`src/rtl/ym_bus_sequencer.sv`:
```
// ym_bus_sequencer: two-port round-robin arbiter driving the PSG BDIR/BC/DI bus
// Ports:
//   CLK, RESET              clock, synchronous active-high reset
//   req*_i, we*_i           per-port request level and write/read select
//   addr*_i, wdata*_i       per-port PSG register number and write data
//   ack*_o, rdata*_o        per-port completion pulse and held read data
//   psg_bdir_o, psg_bc_o    PSG bus control
//   psg_di_o, psg_do_i      address/data to the PSG, read data from the PSG
//   busy_o                  high whenever a transaction or gap is in progress
module ym_bus_sequencer #(
  parameter int GAP_CYCLES = 0
) (
  input  logic       CLK,
  input  logic       RESET,
  input  logic       req0_i,
  input  logic       req1_i,
  input  logic       we0_i,
  input  logic       we1_i,
  input  logic [3:0] addr0_i,
  input  logic [3:0] addr1_i,
  input  logic [7:0] wdata0_i,
  input  logic [7:0] wdata1_i,
  output logic       ack0_o,
  output logic       ack1_o,
  output logic [7:0] rdata0_o,
  output logic [7:0] rdata1_o,
  output logic       psg_bdir_o,
  output logic       psg_bc_o,
  output logic [7:0] psg_di_o,
  input  logic [7:0] psg_do_i,
  output logic       busy_o
);
  typedef enum logic [2:0] {IDLE, LATCH, XFER, DONE, GAP} state_t;
  localparam logic [3:0] GAP_LD = 4'(GAP_CYCLES - 1);
  state_t state_q, state_d;
  logic grant_q, prio_q, we_q, gnt_d, sel_we;
  logic bdir_q, bc_q, ack0_q, ack1_q, busy_q, bdir_d, bc_d;
  logic [3:0] gap_q, sel_addr;
  logic [7:0] wdata_q, rdata0_q, rdata1_q, di_q, sel_wdata, di_d;
  always_comb begin
    gnt_d = (req0_i && req1_i) ? prio_q : req1_i;
    sel_we = gnt_d ? we1_i : we0_i;
    sel_addr = gnt_d ? addr1_i : addr0_i;
    sel_wdata = gnt_d ? wdata1_i : wdata0_i;
    state_d = state_q;
    case (state_q)
      IDLE:    state_d = (req0_i || req1_i) ? LATCH : IDLE;
      LATCH:   state_d = XFER;
      XFER:    state_d = DONE;
      DONE:    state_d = (GAP_CYCLES > 0) ? GAP : IDLE;
      GAP:     state_d = (gap_q == 4'd0) ? IDLE : GAP;
      default: state_d = IDLE;
    endcase
    // LATCH is only ever entered from IDLE, so the address comes straight from the winning port
    bdir_d = (state_d == LATCH) || (state_d == XFER && we_q);
    bc_d = (state_d == LATCH) || (state_d == XFER && !we_q);
    di_d = (state_d == LATCH) ? {4'h0, sel_addr} : (state_d == XFER && we_q) ? wdata_q : 8'h00;
  end
  always_ff @(posedge CLK) begin
    if (RESET) begin
      state_q <= IDLE;
      grant_q <= 1'b0;
      prio_q <= 1'b0;
      we_q <= 1'b0;
      wdata_q <= 8'h00;
      gap_q <= 4'd0;
      bdir_q <= 1'b0;
      bc_q <= 1'b0;
      di_q <= 8'h00;
      ack0_q <= 1'b0;
      ack1_q <= 1'b0;
      busy_q <= 1'b0;
      rdata0_q <= 8'h00;
      rdata1_q <= 8'h00;
    end else begin
      state_q <= state_d;
      bdir_q <= bdir_d;
      bc_q <= bc_d;
      di_q <= di_d;
      ack0_q <= (state_d == DONE) && !grant_q;
      ack1_q <= (state_d == DONE) && grant_q;
      busy_q <= state_d != IDLE;
      if (state_q == IDLE && state_d == LATCH) begin
        grant_q <= gnt_d;
        prio_q <= ~gnt_d;
        we_q <= sel_we;
        wdata_q <= sel_wdata;
      end
      if (state_q == XFER && !we_q) begin
        if (grant_q) rdata1_q <= psg_do_i;
        else rdata0_q <= psg_do_i;
      end
      if (state_q == DONE) gap_q <= GAP_LD;
      else if (state_q == GAP) gap_q <= gap_q - 4'd1;
    end
  end
  assign psg_bdir_o = bdir_q;
  assign psg_bc_o = bc_q;
  assign psg_di_o = di_q;
  assign ack0_o = ack0_q;
  assign ack1_o = ack1_q;
  assign busy_o = busy_q;
  assign rdata0_o = rdata0_q;
  assign rdata1_o = rdata1_q;
endmodule

```
`config.mk`:
```
export PLATFORM = sky130hd
export DESIGN_NAME = ym_bus_sequencer
export DESIGN_NICKNAME = d
export VERILOG_FILES = /design/src/rtl/ym_bus_sequencer.sv
export SDC_FILE = /design/constraint.sdc
export NUM_CORES = 1
export LEC_CHECK = 0
export ABC_CLOCK_PERIOD_IN_PS = 4680
export CORE_MARGIN = 3
export CORE_UTILIZATION = 35
export CTS_CLUSTER_SIZE = 12
export DETAILED_ROUTE_END_ITERATION = 6
export PLACE_DENSITY = 0.72
export SYNTH_ARGS = -nofsm -noshare
export SYNTH_HDL_FRONTEND = slang
export SYNTH_SLANG_ARGS = --single-unit
```
`constraint.sdc`:
```
create_clock -name CLK -period 4.68 [get_ports CLK]
set_clock_uncertainty 0.05 [all_clocks]
set_input_delay 0.702 -clock CLK [delete_from_list [all_inputs] [get_ports CLK]]
set_output_delay 0.702 -clock CLK [all_outputs]
set_load 0.01 [all_outputs]
```
==> reports/results.ini <==
[outcome]
outcome = completed

[detailed_routing]
dr.pass1.iters = 4
drt-initial-drc-count = 73
antenna_left = 0
viasPerCell = 5.36
drc = 0
vias = 1824
routed_wirelength_mm = 4.91
wire_per_inst_um = 14.4

[timing]
tightest_slew_ns = 0.812
fin_crit_ns = 2.18
setup_viol = 0
fmax_ghz = 0.459
maxSlewViolCount = 0
period_share_pct = 46.6
setup-tns-final_ns = 0
maxSlewHeadroom_pct = 45.7
rsz0062_at_grt = no
finalHoldViolCount = 0

[synth]
syn_area_sq_um = 1980
netlist_instances = 214
syn_area_per_cell_sq_um = 9.27
synth_nets = 254
yosysSeqAreaShare_pct = 47.4
ys.warnings.count = 0
synth_cell_type_count = 38
ys_seq_elements = 47

[setup_path]
crit_cells = 3
rr_worst_depth = 3
start_kind = flop
cp_num_buf_inv = 0
r2r_setup_slack_ns = 2.50
worstPathRequired_ns = 4.82
rr_endpoint = wdata_q[4]
worst-path-max-fanout = 20
worst_setup_path_end_kind = flop
regToRegStartpoint = state_q[2]
crit_slowest_cell = nor3_4
critPathMaxStageDelay_ns = 0.70
crit_end = wdata_q[4]
critPathLaunch = state_q[2]
crit_chain = nor3_4 > o21ai_2 > a221oi_1
worstSetupPathType = flop to flop
critPathTopFamily = compound AO/OA/AOI/OAI gates
critical_path_arrival_ns = 2.32

[clock_tree]
clock_latency_ns = 0.29
cts_setup_buffers = 0
cts_buffer_depth = 2
clockRootBuffer = clkbuf_8
cts_hold_buf = 0
cts_resized = 0
htree_levels = 2
cts_buffers = 5
path_clk_slew_ns = 0.08
clock_sinks = 47
cts_tree = done

[floorplan]
core_area_sq_um = 5300
initial_core_util_pct = 37.4
die_w_um = 81.3
ios = 67
die-area_sq_um = 6610
core.rowCount = 26
die_h_um = 81.3

[global_route]
gr-total-overflow = 0
track_usage_pct = 15.1
grt_pass1_vias = 1782
grt_pass1_wl_mm = 7.85
antenna_found_initial = 0
grt_max_degree = 48

[place]
port_buffers = 66
dp_hpwl_mm = 3.26
placed_area_sq_um = 2650
gp_congestion = 0.746

[finish]
n_antenna_cell = 0
drive_above_1_share_pct = 5.56
layout.nets = 309
syn2layout_area_growth_pct = 40.1
fin_area_sq_um = 2780

[power]
power_frac_comb_pct = 17.9
power.switching_uw = 243
swShare_pct = 24.9
p_leak_nw = 0.923
power_frac_clock_pct = 35.3
p_int_uw = 735
pwr-share-seq_pct = 46.7
p_per_area_nw_per_um2 = 352
peakVddDrop_mv = 0.162

[worst_hold_path]
hold_class = flop to flop

[job]
max-cap-violations = 0

logic make-up after synthesis:
| kind of cell | share of synthesized area, % |
|---|---|
| AO/OA/AOI/OAI | 26.9 |
| AND/OR/NAND/NOR | 16.4 |
| flip-flops | 47.4 |
| buffers and inverters | 7.51 |
| adder cells (fa/ha/maj) | 1.26 |
| XOR/XNOR | 0.442 |
worst min path at each step:
stage / from / to / depth (start not counted)
after floorplan: wdata_q[4] / psg_di_o[4] / 2
after global placement: wdata_q[5] / psg_di_o[5] / 2
after detailed placement: wdata_q[5] / psg_di_o[5] / 2
final: wdata_q[5] / psg_di_o[5] / 2
after CTS: wdata_q[5] / psg_di_o[5] / 2
after global routing: wdata_q[1] / wdata_q[1] / 2
synthesized netlist by cell type, drive strengths merged:
cell,n,area (sq um)
dfxtp,47,941
a21oi,24,120
o21ai,20,104
nand3,16,80.1
inv,15,56.3
a221oi,13,114
o32ai,13,114
clkbuf,11,41.3
buf,8,51.3
nor4,7,43.8
nand2,5,18.8
o21bai,4,30.0
a31oi,3,18.8
nand2b,3,18.8
nand3b,3,22.5
nor3,3,26.3
ha,2,25.0
nor4b,2,32.5
or4b,2,23.8
a21bo,1,10.0
a21o,1,7.51
a311oi,1,8.76
and2,1,6.26
and2b,1,7.51
and4bb,1,12.5
nor2,1,3.75
nor3b,1,7.51
o31ai,1,7.51
or2,1,6.26
or3,1,6.26
or3b,1,8.76
xnor2,1,8.76
flip-flops by register name, summed over array words and instances (netlist names), 3 cells and up:
signal and flops:
gap_q 4, psg_di_o 8, rdata0_o 8, rdata1_o 8, state_q 3, wdata_q 8
per-layer routing:
layer  part of all wire [%]  track usage, %
met1                     45            18.2
met2                     46            25.1
met3                    8.4            5.76
met4                   0.90            4.05
met5                      0               0
layout make-up:
cell class	instances	area [sq um]
Clock buffer	6	72.6
Clock inverter	2	60.1
Fill cell	499	2520
Inverter	15	56.3
Multi-Input combinational cell	133	893
Sequential cell	47	941
Tap cell	70	87.6
Timing Repair Buffer	67	668
power by group through the flow:
stage | Clock [mW] | Combinational, mW | Sequential (mW)
finish | 0.345 | 0.175 | 0.457
global route | 0.373 | 0.193 | 0.462
CTS | 0.357 | 0.176 | 0.457
detailed placement | 0 | 0.175 | 0.466
global placement | 0 | 0.173 | 0.466
floorplan | 0 | 0.102 | 0.461
stage by stage:
step	util, %	hold WS [ns]	power, mW	std cells	worst slack, ns
CTS	52.4	0.408	0.989	340	2.53
global placement	49.9	0.394	0.638	332	2.37
floorplan	-	0.373	0.564	214	3.10
global route	52.4	0.445	1.03	340	2.35
detailed placement	49.9	0.392	0.641	332	2.31
finish	52.4	0.407	0.978	340	2.50
cells in the final DEF (no fill, tap or decap), types with 7 or more instances in the layout:
master and instances:
a21oi_1 24, a221oi_1 13, clkdlybuf4s50_1 66, dfxtp_1 47
inv_1 15, nand3_1 16, nor4_1 7, o21ai_0 19
o32ai_1 13
worst reg2reg max path: stages (launching register included):
cell	delay [ns]
dfxtp_1	0.54
nor3_4	0.71
o21ai_2	0.37
a221oi_1	0.41
No activity file was read; power rests on OpenSTA's default activity.
